==> config.mk <==
export PLATFORM = sky130hd
export DESIGN_NAME = pulse_train_driver_flat
export DESIGN_NICKNAME = d
export VERILOG_FILES = /design/src/rtl/pulse_train_driver_if.sv /design/src/rtl/pulse_train_driver.sv /design/src/flat_wrapper.sv
export SDC_FILE = /design/constraint.sdc
export NUM_CORES = 1
export LEC_CHECK = 0
export BUFFER_PORTS_ARGS = -buffer_cell sky130_fd_sc_hd__clkbuf_2
export CELL_PAD_IN_SITES_DETAIL_PLACEMENT = 1
export CELL_PAD_IN_SITES_GLOBAL_PLACEMENT = 2
export CORE_MARGIN = 3
export CORE_UTILIZATION = 34
export CTS_CLUSTER_SIZE = 12
export DETAILED_ROUTE_END_ITERATION = 16
export MAX_ROUTING_LAYER = met4
export PLACE_DENSITY_LB_ADDON = 0.1
export SETUP_SLACK_MARGIN = 0.3
export SLEW_MARGIN = 10
export SYNTH_ARGS = -nofsm -noshare
export SYNTH_HDL_FRONTEND = slang
export SYNTH_SLANG_ARGS = --single-unit
==> constraint.sdc <==
create_clock -name clk -period 5.8 [get_ports clk]
set_input_delay 0.29 -clock clk [delete_from_list [all_inputs] [get_ports clk]]
set_output_delay 0.29 -clock clk [all_outputs]
set_load 0.01 [all_outputs]
==> src/rtl/pulse_train_driver_if.sv <==
// Control and observation bundle between the pulse train driver and its user.
// The bench (master) drives the request and the G feedback; the driver (slave) drives the rest.
interface pulse_train_driver_if;
  logic       go;
  logic [4:0] n;
  logic [1:0] gap;
  logic       G;
  logic       S;
  logic       X;
  logic       busy;
  logic       done;
  logic       pass;
  logic       timeout;
  logic [4:0] sent;

  modport master (
    output go, n, gap, G,
    input  S, X, busy, done, pass, timeout, sent
  );

  modport slave (
    input  go, n, gap, G,
    output S, X, busy, done, pass, timeout, sent
  );
endinterface

==> src/rtl/pulse_train_driver.sv <==
// Drives a counting block with a start strobe and a train of count pulses, then checks
// whether the block's completion flag G showed up when it should have.
module pulse_train_driver (
  input logic              clk,
  input logic              reset,
  pulse_train_driver_if.slave bus
);

  typedef enum logic [2:0] {
    StIdle,
    StStart,
    StPulse,
    StGap,
    StWait,
    StDone
  } state_e;

  state_e     state_q, state_d;
  logic [4:0] n_lat_q, n_lat_d;
  logic [1:0] gap_lat_q, gap_lat_d;
  logic [4:0] sent_q, sent_d;
  logic [1:0] gap_cnt_q, gap_cnt_d;
  logic [2:0] wait_cnt_q, wait_cnt_d;
  logic       g_seen_q, g_seen_d;
  logic       pass_q, pass_d;
  logic       timeout_q, timeout_d;

  logic       expected_g;
  logic       g_final;

  // The counting block is expected to flag completion once it has counted 15 pulses.
  assign expected_g = (n_lat_q >= 5'd15);
  // Include this cycle's G so a flag arriving in the deciding cycle is not lost.
  assign g_final    = g_seen_q | bus.G;

  always_comb begin
    state_d    = state_q;
    n_lat_d    = n_lat_q;
    gap_lat_d  = gap_lat_q;
    sent_d     = sent_q;
    gap_cnt_d  = gap_cnt_q;
    wait_cnt_d = wait_cnt_q;
    g_seen_d   = g_seen_q;
    pass_d     = pass_q;
    timeout_d  = timeout_q;

    unique case (state_q)
      StIdle: begin
        if (bus.go) begin
          n_lat_d   = bus.n;
          gap_lat_d = bus.gap;
          sent_d    = 5'd0;
          pass_d    = 1'b0;
          timeout_d = 1'b0;
          g_seen_d  = 1'b0;
          state_d   = StStart;
        end
      end

      StStart: begin
        g_seen_d = g_final;
        if (n_lat_q != 5'd0) begin
          state_d = StPulse;
        end else begin
          wait_cnt_d = 3'd0;
          state_d    = StWait;
        end
      end

      StPulse: begin
        g_seen_d = g_final;
        if (sent_q != n_lat_q) begin
          sent_d = sent_q + 5'd1;
        end
        if (sent_d == n_lat_q) begin
          wait_cnt_d = 3'd0;
          state_d    = StWait;
        end else if (gap_lat_q == 2'd0) begin
          state_d = StPulse;
        end else begin
          gap_cnt_d = gap_lat_q;
          state_d   = StGap;
        end
      end

      StGap: begin
        g_seen_d = g_final;
        if (gap_cnt_q == 2'd1) begin
          state_d = StPulse;
        end else begin
          gap_cnt_d = gap_cnt_q - 2'd1;
        end
      end

      StWait: begin
        g_seen_d = g_final;
        if (g_final || (wait_cnt_q == 3'd7)) begin
          pass_d    = (g_final == expected_g);
          timeout_d = expected_g & ~g_final;
          state_d   = StDone;
        end else begin
          wait_cnt_d = wait_cnt_q + 3'd1;
        end
      end

      StDone: begin
        state_d = StIdle;
      end

      default: begin
        state_d = StIdle;
      end
    endcase
  end

  always_ff @(posedge clk) begin
    if (reset) begin
      state_q    <= StIdle;
      n_lat_q    <= 5'd0;
      gap_lat_q  <= 2'd0;
      sent_q     <= 5'd0;
      gap_cnt_q  <= 2'd0;
      wait_cnt_q <= 3'd0;
      g_seen_q   <= 1'b0;
      pass_q     <= 1'b0;
      timeout_q  <= 1'b0;
    end else begin
      state_q    <= state_d;
      n_lat_q    <= n_lat_d;
      gap_lat_q  <= gap_lat_d;
      sent_q     <= sent_d;
      gap_cnt_q  <= gap_cnt_d;
      wait_cnt_q <= wait_cnt_d;
      g_seen_q   <= g_seen_d;
      pass_q     <= pass_d;
      timeout_q  <= timeout_d;
    end
  end

  // Strobes depend on the state register alone, never on inputs.
  assign bus.S       = (state_q == StStart);
  assign bus.X       = (state_q == StPulse);
  assign bus.busy    = (state_q != StIdle);
  assign bus.done    = (state_q == StDone);
  assign bus.pass    = pass_q;
  assign bus.timeout = timeout_q;
  assign bus.sent    = sent_q;

endmodule

==> src/flat_wrapper.sv <==
// flat-port wrapper written by rule: the top's interface ports become plain ports
module pulse_train_driver_flat 
  (clk, reset, bus_go, bus_n, bus_gap, bus_G, bus_S, bus_X, bus_busy, bus_done, bus_pass, bus_timeout, bus_sent);
  pulse_train_driver_if bus_i ();
  input logic clk;
  input logic reset;
  input wire logic [$bits(bus_i.go)-1:0] bus_go;
  input wire logic [$bits(bus_i.n)-1:0] bus_n;
  input wire logic [$bits(bus_i.gap)-1:0] bus_gap;
  input wire logic [$bits(bus_i.G)-1:0] bus_G;
  output wire logic [$bits(bus_i.S)-1:0] bus_S;
  output wire logic [$bits(bus_i.X)-1:0] bus_X;
  output wire logic [$bits(bus_i.busy)-1:0] bus_busy;
  output wire logic [$bits(bus_i.done)-1:0] bus_done;
  output wire logic [$bits(bus_i.pass)-1:0] bus_pass;
  output wire logic [$bits(bus_i.timeout)-1:0] bus_timeout;
  output wire logic [$bits(bus_i.sent)-1:0] bus_sent;
  assign bus_i.go = bus_go;
  assign bus_i.n = bus_n;
  assign bus_i.gap = bus_gap;
  assign bus_i.G = bus_G;
  assign bus_S = bus_i.S;
  assign bus_X = bus_i.X;
  assign bus_busy = bus_i.busy;
  assign bus_done = bus_i.done;
  assign bus_pass = bus_i.pass;
  assign bus_timeout = bus_i.timeout;
  assign bus_sent = bus_i.sent;
  pulse_train_driver u_core (.clk(clk), .reset(reset), .bus(bus_i));
endmodule
==> results of run 1 <==
[metrics by stage]
step	worst slack (ns)	hold WS, ns
3_3_place_gp	3.68	0.444
4_1_cts	3.63	0.228
2_1_floorplan	3.80	0.426
3_5_place_dp	3.65	0.450
5_1_grt	3.48	0.233
6_report	3.64	0.236
[routing by layer]
metal  vias to the layer above  global-route usage (%)
met4                         0                    5.96
li1                        633                       -
met1                       625                    22.2
met2                        20                    28.5
met3                         5                    2.96
met5                         -                       -
[Yosys cell counts (all sizes together), types with 2 or more instances]
cell | number | share of area (%)
dfxtp | 23 | 35
nand2 | 23 | 6.6
nor2 | 21 | 6.6
a21oi | 16 | 6.1
clkbuf | 8 | 2.3
nor3 | 8 | 3.1
o21ai | 8 | 3.4
inv | 6 | 1.7
nand2b | 6 | 2.9
a211oi | 5 | 2.9
ha | 5 | 4.8
xor2 | 5 | 3.4
nand3 | 4 | 1.5
a22oi | 3 | 1.7
nor2b | 3 | 1.4
mux2 | 2 | 1.7
nor3b | 2 | 1.2
o211ai | 2 | 1.2
or3 | 2 | 0.96
[critical path, cell delays in order, from the launching register on]
cell	delay, ns
sky130_fd_sc_hd__dfxtp_1	0.48
sky130_fd_sc_hd__xor2_1	0.16
sky130_fd_sc_hd__or4_4	0.57
sky130_fd_sc_hd__nor2_4	0.16
sky130_fd_sc_hd__o221ai_2	0.17
sky130_fd_sc_hd__o21ai_1	0.17
sky130_fd_sc_hd__mux2_2	0.35
[flip-flops by register name (all words and copies together) (netlist names)]
signal / count
u_core.bus.timeout: 1
u_core.gap_lat_q: 2
u_core.bus.sent: 5
u_core.wait_cnt_q: 3
u_core.bus.pass: 1
u_core.gap_cnt_q: 2
u_core.g_seen_q: 1
u_core.state_q: 3
u_core.n_lat_q: 5
[worst paths after layout]
path                                                         from                                 to  slack, ns  cells after the start
worst max register to register    u_core.bus.sent[2]$_SDFFE_PP0P_   u_core.gap_cnt_q[1]$_SDFFE_PP0P_       3.64                      6
worst min register to register  u_core.wait_cnt_q[0]$_SDFFE_PP0P_  u_core.wait_cnt_q[0]$_SDFFE_PP0P_       0.48                      1
worst max-delay path              u_core.bus.sent[2]$_SDFFE_PP0P_   u_core.gap_cnt_q[1]$_SDFFE_PP0P_       3.64                      6
worst min-delay path                                     bus_n[4]     u_core.n_lat_q[4]$_SDFFE_PP0P_       0.24                      3
[power breakdown]
group	leakage, nW	switching, mW	internal [mW]
Clock	0.0255	0.0533	0.0480
Sequential	0.187	0.0545	0.184
Combinational	0.386	0.155	0.102
Total	0.599	0.263	0.334
[area by class of cell]
class | count | area share [%]
Clock buffer | 3 | 2.78
Multi-Input combinational cell | 132 | 53.4
Sequential cell | 23 | 31.0
Clock inverter | 1 | 0.337
Tap cell | 46 | 3.88
Timing Repair Buffer | 21 | 7.08
Inverter | 6 | 1.52
[kinds of logic after synthesis]
logic type / after synthesis / share of synthesized area [%]
xor+xnor: 5 / 3.36
fa+ha+maj: 5 / 4.79
buf+inv: 14 / 4.03
flops: 23 / 35.3
simple gates: 75 / 27.9
mux: 3 / 2.49
compound gates: 44 / 22.1
==> impl_summary.log, run 1 <==
[metrics] outcome: completed
[metrics] DRC marker count from the first detailed-route iteration: 54
[metrics] VDD IR-drop max: 0.000162 V
[metrics] main flop type after synthesis: sky130_fd_sc_hd__dfxtp_1
[metrics] IO Port Bufs: 21
[metrics] standard-cell row count: 21
[metrics] post-CTS setup buffer count: 0
[metrics] HPWL after DPL: 2680 um
[metrics] clock tree from TritonCTS: yes
[metrics] num ports: 22
[metrics] wirelength, routed: ~3500 um
[metrics] count of state elements after synthesis: 23
[metrics] register clock-pin slew on the reported worst setup and hold paths: 0.09 ns
[metrics] antenna diode count: 0
[metrics] CTS root buf: sky130_fd_sc_hd__clkbuf_8
[metrics] RSZ-0062 raised after global routing: no
[metrics] Netlist Area Pre-Place: 1310 um2
[metrics] number of buffers added to fix hold violations after cts: 0
[metrics] asr flop ratio synth: 0%
[metrics] post-route clock skew: 0.00701 ns
[metrics] Synth cell types: 39
[metrics] relative area change from synthesis to final layout: 13.7%
[metrics] post-CTS resize count: 0
[metrics] number of vias per cell: between 5 and 6
[metrics] commonest non-fill, non-tap cells in the layout: sky130_fd_sc_hd__nand2_1, sky130_fd_sc_hd__dfxtp_1, sky130_fd_sc_hd__clkbuf_2
[metrics] EDFF count, synth: 0
[metrics] level count of the clock H-tree: 1
[metrics] post-layout net count: 203
[metrics] arrival time at the worst endpoint: 2.32 ns
[metrics] portion of the post-synthesis area used by sequential elements: 35.3%
[metrics] final cell count without fillers: 232
[metrics] max-capacitance violation count: 0
[metrics] clock buffers created by TritonCTS: 3
[metrics] top routing layer used: met4
[metrics] First-pass DRT Iterations: 4
[metrics] overflow left after global routing: 0
[metrics] initial standard-cell utilization of the core: 37.1%
[metrics] worst min path class: input port to register
[metrics] final-layout setup total negative slack: 0 ns
[metrics] die boundary height: 68.0 um
[metrics] nature of the critical path endpoint: register
[metrics] Setup CP Type: register to register
[metrics] Routed wire per std cell: roughly 15 um
[metrics] global router's overall resource usage: 17.6%
[metrics] layout cell share with drive strength beyond 1: 17.2%
[metrics] overall power of the completed layout: 597 uW
[metrics] number of synthesis warnings: 0
[metrics] CP max FO: 7
[metrics] Routed met3 length: around 90 um
[metrics] Slew Limit Headroom: 56.8%
[metrics] final instance area: 1480 um2
[metrics] setup violators final: 0
[metrics] clock period minus final worst setup slack: 2.16 ns
[metrics] number of buffers between clock root and the deepest sink: 2
[metrics] initial antenna violation count: 0
[metrics] wire length of the first global-routing pass: 5990 um
[metrics] wire length on met1: 1770 um
[metrics] CTS sink count: 23
[metrics] Req. time, crit path: 5.96 ns
[metrics] filler instances: 456
[metrics] synthesized instance count: 169
[metrics] register area: 460 um2
[metrics] number of global-route vias before repair: 1286
[metrics] Routability Congestion: 0.899
[metrics] final-report max-slew violation count: 0
[metrics] area of the die: roughly 4600 um2
[metrics] area of the multi-input gates: 792 um2
[metrics] number of hold violations in the final report: 0
[metrics] measured slew at the worst slew-check pin: 0.647 ns
[metrics] share of the cycle needed by the critical path after routing: 37.3%
[metrics] Net Count, Synth: ~190
[metrics] pin count of the biggest net entering global routing: 26
[metrics] Area after DPL: about 1400 um2
[metrics] PD cells: 402 nW/um2
[metrics] final standard cell utilization of the core: 42.1%
[metrics] DRC viols: 0
[metrics] crit path launch type: register
[metrics] later-pin clock latency in the skew report: 0.27 ns
[metrics] mean post-synth cell area: 7.72 um2
[metrics] Chip Width: 68.0 um
[metrics] leakage power of the design: 0.599 nW
[metrics] vias post-DR: approximately 1300
[metrics] achievable clock frequency: about 460 MHz
[metrics] met2 wire length: roughly 1600 um
[metrics] area inside the core boundary: about 3500 um2
[metrics] remaining antenna violation count after routing: 0
[metrics] Post-Place Cells: 228
Power figures use the tool's default switching activity.
==> inputs of run 2 (changes only) <==
--- a/config.mk
+++ b/config.mk
@@ -9,7 +9,7 @@
 export CELL_PAD_IN_SITES_DETAIL_PLACEMENT = 1
 export CELL_PAD_IN_SITES_GLOBAL_PLACEMENT = 2
 export CORE_MARGIN = 3
-export CORE_UTILIZATION = 34
+export CORE_UTILIZATION = 31
 export CTS_CLUSTER_SIZE = 12
 export DETAILED_ROUTE_END_ITERATION = 16
 export MAX_ROUTING_LAYER = met4
==> constraint.sdc (replaced) <==
create_clock -name clk -period 2 [get_ports clk]
set_input_delay 0.1 -clock clk [delete_from_list [all_inputs] [get_ports clk]]
set_output_delay 0.1 -clock clk [all_outputs]
set_load 0.01 [all_outputs]
==> run 2 against run 1 <==
Effect of this change:
- core utilization up 5.5 points
- clock skew is 0.0041 ns lower
- combinational power rose to 4.9 times the previous value
- hold slack worse by 0.18 ns
- register-to-register slack got worse by 3.6 ns
- worst setup slack worse by 3.6 ns
- critical path depth stayed put
- sequential cell count stayed put
- final area rose by 24%
- highest routed layer unchanged
==> impl_summary.log, run 2 (synthesized netlist as in run 1, its figures left out) <==
[metrics] number of buffers between clock root and the deepest sink: 2 (unchanged)
[metrics] cell internal pwr: 1.26 mW (+280%)
[metrics] relative contribution of combinational cells to total power: 57.8% (+15 points)
[metrics] Area after DPL: 1610 um2 (+12%)
[metrics] setup violators final: 0 (unchanged)
[metrics] number of global-route vias before repair: 1402 (+9.0%)
[metrics] number of vias per cell: 5.30 (-4.2%)
[metrics] CP max FO: 6 (-1)
[metrics] start point of the worst min-delay path: bus_gap[1]
[metrics] IO Port Bufs: 21 (unchanged)
[metrics] CP cell instances: xor2_4, or4_4, nor2_4, o221ai_4, o21ai_2, mux2_4
[metrics] nature of the critical path endpoint: register
[metrics] max-capacitance violation count: 0 (unchanged)
[metrics] R2R depth: 6 (unchanged)
[metrics] crit path launch type: register
[metrics] commonest non-fill, non-tap cells in the layout: sky130_fd_sc_hd__nand2_1, sky130_fd_sc_hd__buf_4, sky130_fd_sc_hd__clkbuf_2
[metrics] area of the die: 5020 um2 (+8.8%)
[metrics] initial antenna violation count: 0 (unchanged)
[metrics] arrival time at the worst endpoint: 2.13 ns (-0.19 ns)
[metrics] overall power of the completed layout: 2.20 mW (+270%)
[metrics] antenna diode count: 0 (unchanged)
[metrics] level count of the clock H-tree: 1 (unchanged)
[metrics] Chip Width: 70.9 um (+4.3%)
[metrics] Slew Limit Headroom: 64.4% (+7.5 points)
[metrics] Hold Path Cell Cnt: 3 (unchanged)
[metrics] post-layout net count: 228 (+12%)
[metrics] number of hold violations in the final report: 0 (unchanged)
[metrics] measured slew at the worst slew-check pin: 0.535 ns (-0.112 ns)
[metrics] post-route clock skew: 0.00293 ns (-0.00408 ns)
[metrics] remaining antenna violation count after routing: 0 (unchanged)
[metrics] Switching Fraction: 42.5% (-1.6 points)
[metrics] final standard cell utilization of the core: 47.6% (+5.5 points)
[metrics] sequential fraction of design power: 28.6% (-11 points)
[metrics] final instance area: 1830 um2 (+24%)
[metrics] First-pass DRT Iterations: 4 (unchanged)
[metrics] Clk network pwr share: 13.6% (-3.4 points)
[metrics] clock buffers created by TritonCTS: 3 (unchanged)
[metrics] wirelength, routed: 4220 um (+20%)
[metrics] area inside the core boundary: 3850 um2 (+9.5%)
[metrics] wire length of the first global-routing pass: 6820 um (+14%)
[metrics] die boundary height: 70.9 um (+4.3%)
[metrics] share of the cycle needed by the critical path after routing: 98.6% (+61 points)
[metrics] clock period minus final worst setup slack: 1.97 ns (-0.190 ns)
[metrics] final-report max-slew violation count: 0 (unchanged)
[metrics] CTS sink count: 23 (unchanged)
[metrics] vias post-DR: 1372 (+6.9%)
[metrics] standard-cell row count: 22 (+4.8%)
[metrics] RSZ-0062 raised after global routing: yes
[metrics] pin count of the biggest net entering global routing: 26 (unchanged)
[metrics] final cell count without fillers: 259 (+12%)
[metrics] leakage power of the design: 0.749 nW (+25%)
[metrics] Req. time, crit path: 2.16 ns (-3.80 ns)
[metrics] HPWL after DPL: 3030 um (+13%)
[metrics] PD cells: 1200 nW/um2 (+200%)
[metrics] achievable clock frequency: 507 MHz (+9.7%)
[metrics] highest cell delay on the worst timing path: 0.54 ns (-0.03 ns)
[metrics] worst min path class: input port to register
[metrics] later-pin clock latency in the skew report: 0.26 ns (about the same)
[metrics] Setup CP Type: register to register
[metrics] CTS root buf: sky130_fd_sc_hd__clkbuf_8
[metrics] most common cell after layout, fill and taps aside: sky130_fd_sc_hd__nand2_1
[metrics] outcome: completed
[metrics] initial standard-cell utilization of the core: 33.9% (-3.2 points)
[metrics] register clock-pin slew on the reported worst setup and hold paths: 0.09 ns (about the same)
[metrics] slowest library cell on the worst path: sky130_fd_sc_hd__or4_4
[metrics] VDD IR-drop max: 0.000528 V (+230%)
[metrics] Routability Congestion: 0.892 (-0.71%)
[metrics] Endpoint, Worst Hold: u_core.gap_lat_q[1]$_SDFFE_PP0P_
[metrics] DRC marker count from the first detailed-route iteration: 43 (-20%)
[metrics] Post-Place Cells: 248 (+8.8%)
[metrics] reg2reg start: u_core.n_lat_q[4]$_SDFFE_PP0P_
[metrics] layout cell share with drive strength beyond 1: 38.9% (+22 points)
[metrics] Routed wire per std cell: 16.3 um (+7.1%)
[metrics] register-to-register path setup slack: 0.03 ns (-3.61 ns)
[metrics] num ports: 22 (unchanged)
[metrics] DRC viols: 0 (unchanged)
[metrics] clock tree from TritonCTS: yes
[metrics] relative area change from synthesis to final layout: 40.6%
[metrics] Reg2Reg Capture Point: u_core.gap_cnt_q[1]$_SDFFE_PP0P_
[metrics] Switch Pwr: 933 uW (+260%)
[metrics] overflow left after global routing: 0 (unchanged)
[metrics] global router's overall resource usage: 17.2% (-0.45 points)
-- run 2: layout make-up --
| type | instances | area (um2) |
|---|---|---|
| Fill cell | 480 | 2020 |
| Multi-Input combinational cell | 132 | 927 |
| Timing Repair Buffer | 46 | 304 |
| Tap cell | 48 | 60.1 |
| Inverter | 6 | 22.5 |
| Sequential cell | 23 | 475 |
| Clock buffer | 4 | 45.0 |
-- run 2: per-stage QoR --
stage	worst slack [ns]	hold WS, ns	setup TNS [ns]
final	0.0279	0.0584	0
after global routing	-0.0594	0.0658	-0.140
after CTS	0.0156	0.0577	0
after detailed placement	-0.0407	0.342	-0.0407
after global placement	0.0179	0.330	0
after floorplan	0.0669	0.228	0
-- run 2: critical path: cells and delay by family (launching register included) --
kind | cells | cell delay, ns
AO/OA/AOI/OAI | 2 | 0.34
XOR/XNOR | 1 | 0.18
flip-flops | 1 | 0.37
multiplexers | 1 | 0.31
AND/OR/NAND/NOR | 2 | 0.66
-- run 2: layer usage --
layer	GRT usage, %	part of all wire, %
met3	2.27	3.0
met1	23.8	51
met5	-	0
met4	3.13	0.90
met2	27.0	45
-- run 2: how the worst max path moves through the flow --
| stage | start | to | slack (ns) |
|---|---|---|---|
| 2_1_floorplan | u_core.n_lat_q[0]$_SDFFE_PP0P_ | u_core.gap_cnt_q[1]$_SDFFE_PP0P_ | 0.07 |
| 3_3_place_gp | u_core.n_lat_q[0]$_SDFFE_PP0P_ | u_core.gap_cnt_q[1]$_SDFFE_PP0P_ | 0.02 |
| 3_5_place_dp | u_core.bus.sent[0]$_SDFFE_PP0P_ | u_core.gap_cnt_q[1]$_SDFFE_PP0P_ | -0.04 |
| 4_1_cts | u_core.bus.sent[0]$_SDFFE_PP0P_ | u_core.gap_cnt_q[1]$_SDFFE_PP0P_ | 0.02 |
| 5_1_grt | u_core.n_lat_q[4]$_SDFFE_PP0P_ | u_core.state_q[2]$_SDFFE_PP0P_ | -0.06 |
| 6_report | u_core.n_lat_q[4]$_SDFFE_PP0P_ | u_core.gap_cnt_q[1]$_SDFFE_PP0P_ | 0.03 |
-- run 2: repair_timing --
item                       4_1_cts  5_1_grt
setup endpoints to repair       14       13
buffers inserted                 4        3
pin swaps                        9       11
gates resized for setup          9       19
hold buffers                     0        0
-- run 2: power groups by stage --
| stage | sequential, mW | combinational, mW | clock, mW |
|---|---|---|---|
| after global placement | 0.614 | 1.00 | 0 |
| after floorplan | 0.607 | 0.677 | 0 |
| after detailed placement | 0.620 | 1.02 | 0 |
| after CTS | 0.616 | 1.12 | 0.308 |
| after global routing | 0.642 | 1.40 | 0.328 |
| final | 0.628 | 1.27 | 0.298 |
==> inputs of run 3 (changes only) <==
==> constraint.sdc (replaced) <==
create_clock -name clk -period 1.9 [get_ports clk]
set_input_delay 0.095 -clock clk [delete_from_list [all_inputs] [get_ports clk]]
set_output_delay 0.095 -clock clk [all_outputs]
set_load 0.01 [all_outputs]
==> run 3 against run 2 <==
Effect of this change:
- the run now ends with negative setup slack left
- highest routed layer unchanged
- sequential cell count did not move
- sequential power is 8.9% higher
- register-to-register slack got worse by 0.10 ns
- non-clock buffer count rose by 7
- worst setup slack worse by 0.10 ns
- clock power is 9.1% higher
- global-route usage decreased by 0.054 points
- largest cell class unchanged
- clock skew up 0.0010 ns
- via count up 2.1%
==> impl_summary.log, run 3 (synthesized netlist as in run 1, its figures left out) <==
[metrics] pin count of the biggest net entering global routing: 26 (unchanged)
[metrics] number of buffers between clock root and the deepest sink: 2 (unchanged)
[metrics] RSZ-0062 raised after global routing: yes
[metrics] CP max FO: 6 (unchanged)
[metrics] relative area change from synthesis to final layout: 43.6%
[metrics] number of buffers added to fix hold violations after cts: 0 (unchanged)
[metrics] Chip Width: 70.9 um (unchanged)
[metrics] number of global-route vias before repair: 1472 (+5.0%)
[metrics] leakage power of the design: 0.779 nW (+4.0%)
[metrics] Routability Congestion: 0.894 (+0.22%)
[metrics] Routed wire per std cell: 15.3 um (-5.9%)
[metrics] PD cells: 1300 nW/um2 (+8.8%)
[metrics] final-layout setup total negative slack: -0.238 ns (-0.238 ns)
[metrics] post-layout net count: 235 (+3.1%)
[metrics] Clk network pwr share: 13.3% (-0.3 points)
[metrics] post-route clock skew: 0.00394 ns (+0.00101 ns)
[metrics] top routing layer used: met4
[metrics] final-report max-slew violation count: 0 (unchanged)
[metrics] combined buffer and inverter count along the critical path: 1 (+1)
[metrics] clock buffers created by TritonCTS: 3 (unchanged)
[metrics] VDD IR-drop max: 0.000673 V (+28%)
[metrics] Switch Pwr: 1.01 mW (+8.4%)
[metrics] num ports: 22 (unchanged)
[metrics] wirelength, routed: 4080 um (-3.4%)
[metrics] number of vias per cell: 5.27 (-0.57%)
[metrics] CTS sink count: 23 (unchanged)
[metrics] Switching Fraction: 41.4% (-1.1 points)
[metrics] setup violators final: 7 (+7)
[metrics] layout cell share with drive strength beyond 1: 39.9% (+1.0 points)
[metrics] cell internal pwr: 1.43 mW (+13%)
[metrics] worst min path class: input port to register
[metrics] standard-cell row count: 22 (unchanged)
[metrics] Largest delay share family, worst path: compound AO/OA/AOI/OAI gates
[metrics] vias post-DR: 1401 (+2.1%)
[metrics] level count of the clock H-tree: 1 (unchanged)
[metrics] register clock-pin slew on the reported worst setup and hold paths: 0.09 ns (about the same)
[metrics] overflow left after global routing: 0 (unchanged)
[metrics] area inside the core boundary: 3850 um2 (unchanged)
[metrics] DRC marker count from the first detailed-route iteration: 35 (-19%)
[metrics] Req. time, crit path: 2.10 ns (-0.06 ns)
[metrics] area of the die: 5020 um2 (unchanged)
[metrics] wire length on met1: 2030 um (-5.7%)
[metrics] share of the cycle needed by the critical path after routing: 104% (+5.2 points)
[metrics] least setup slack across all paths after layout: -0.0720 ns (-0.100 ns)
[metrics] Slew Limit Headroom: 63.8% (-0.59 points)
[metrics] measured slew at the worst slew-check pin: 0.543 ns (+0.00886 ns)
[metrics] CTS root buf: sky130_fd_sc_hd__clkbuf_8
[metrics] met2 wire length: 1880 um (-0.95%)
[metrics] IO Port Bufs: 21 (unchanged)
[metrics] remaining antenna violation count after routing: 0 (unchanged)
[metrics] later-pin clock latency in the skew report: 0.27 ns (about the same)
[metrics] max-capacitance violation count: 0 (unchanged)
[metrics] arrival time at the worst endpoint: 2.17 ns (+0.04 ns)
[metrics] antenna diode count: 0 (unchanged)
[metrics] register-to-register path setup slack: -0.07 ns (-0.10 ns)
[metrics] initial antenna violation count: 0 (unchanged)
[metrics] nature of the critical path endpoint: register
[metrics] failing checks: negative setup slack
[metrics] most common cell after layout, fill and taps aside: sky130_fd_sc_hd__buf_4
[metrics] slowest library cell on the worst path: sky130_fd_sc_hd__or3_4
[metrics] outcome: finished, violations left
[metrics] Routed met3 length: 131 um (+3.1%)
[metrics] die boundary height: 70.9 um (unchanged)
[metrics] CP cell instances: xor2_2, or3_4, a211oi_4, o221ai_4, buf_6, a311o_1, a21oi_1
[metrics] relative contribution of combinational cells to total power: 58.7% (+0.9 points)
[metrics] number of hold violations in the final report: 0 (unchanged)
[metrics] overall power of the completed layout: 2.44 mW (+11%)
[metrics] Setup CP Type: register to register
[metrics] sequential fraction of design power: 28.0% (-0.6 points)
[metrics] highest cell delay on the worst timing path: 0.38 ns (-0.16 ns)
[metrics] crit path launch type: register
[metrics] initial standard-cell utilization of the core: 33.9% (unchanged)
[metrics] HPWL after DPL: 3070 um (+1.4%)
[metrics] clock tree from TritonCTS: yes
[metrics] clock period minus final worst setup slack: 1.97 ns (-0.0000204 ns)
[metrics] wire length of the first global-routing pass: 6800 um (-0.31%)
[metrics] DRC viols: 0 (unchanged)
[metrics] commonest non-fill, non-tap cells in the layout: sky130_fd_sc_hd__buf_4, sky130_fd_sc_hd__nand2_1, sky130_fd_sc_hd__clkbuf_2
[metrics] global router's overall resource usage: 17.1% (-0.054 points)
[metrics] achievable clock frequency: 507 MHz (about the same)
[metrics] First-pass DRT Iterations: 4 (unchanged)
-- run 3: changes by cell type in the layout (fill, tap and decap cells not counted), moves of 2 or more --
cell / change
sky130_fd_sc_hd__buf_4: +7
sky130_fd_sc_hd__o21ai_2: -2
sky130_fd_sc_hd__xor2_2: +2
sky130_fd_sc_hd__o21ai_0: +2
-- run 3: through the flow --
step	util, %	cell area, um2	cells	hold WS (ns)	worst slack, ns
floorplan	-	1340	169	0.223	-0.0331
global placement	43.4	1670	256	0.320	-0.0617
detailed placement	43.4	1670	256	0.337	-0.105
CTS	46.6	1800	263	0.0396	-0.0546
global route	48.6	1870	266	0.0441	-0.148
finish	48.6	1870	266	0.0402	-0.0720
-- run 3: worst reg2reg max path, delay by kind of cell (launching register included) --
family / cells / cell delay, ns
compound gates: 4 / 0.84
simple gates: 1 / 0.38
flops: 1 / 0.35
xor+xnor: 1 / 0.18
buf+inv: 1 / 0.16
-- run 3: final cells by class --
class                      count  area (um2)
clock buffer                   3        41.3
multi-input combinational    132         913
tap                           48        60.1
inverter                       6        22.5
clock inverter                 1        7.51
fill                         491        1980
timing repair buffer          53         357
sequential                    23         473
-- run 3: final timing paths --
check / startpoint / to / cells past startpoint
max: u_core.n_lat_q[3]$_SDFFE_PP0P_ / u_core.gap_cnt_q[0]$_SDFFE_PP0P_ / 7
max reg2reg: u_core.n_lat_q[3]$_SDFFE_PP0P_ / u_core.gap_cnt_q[0]$_SDFFE_PP0P_ / 7
min: bus_n[4] / u_core.n_lat_q[4]$_SDFFE_PP0P_ / 3
min reg2reg: u_core.wait_cnt_q[0]$_SDFFE_PP0P_ / u_core.wait_cnt_q[0]$_SDFFE_PP0P_ / 1
-- run 3: power by group through the flow --
stage / clock network, mW / registers, mW / logic [mW]
6_report: 0.325 / 0.684 / 1.43
5_1_grt: 0.359 / 0.701 / 1.58
4_1_cts: 0.341 / 0.671 / 1.27
3_5_place_dp: 0 / 0.677 / 1.17
3_3_place_gp: 0 / 0.670 / 1.14
2_1_floorplan: 0 / 0.639 / 0.713
-- run 3: repair_timing --
action	4_1_cts	5_1_grt
setup buffers	3	3
setup endpoints to repair	13	20
pin swaps	10	8
cloned	0	0
resized for setup	10	14
-- run 3: metal layers --
layer | global-route usage, % | up-vias
met5 | - | -
met4 | 3.97 | 0
met3 | 3.41 | 4
met2 | 27.6 | 28
met1 | 22.2 | 681
li1 | - | 688
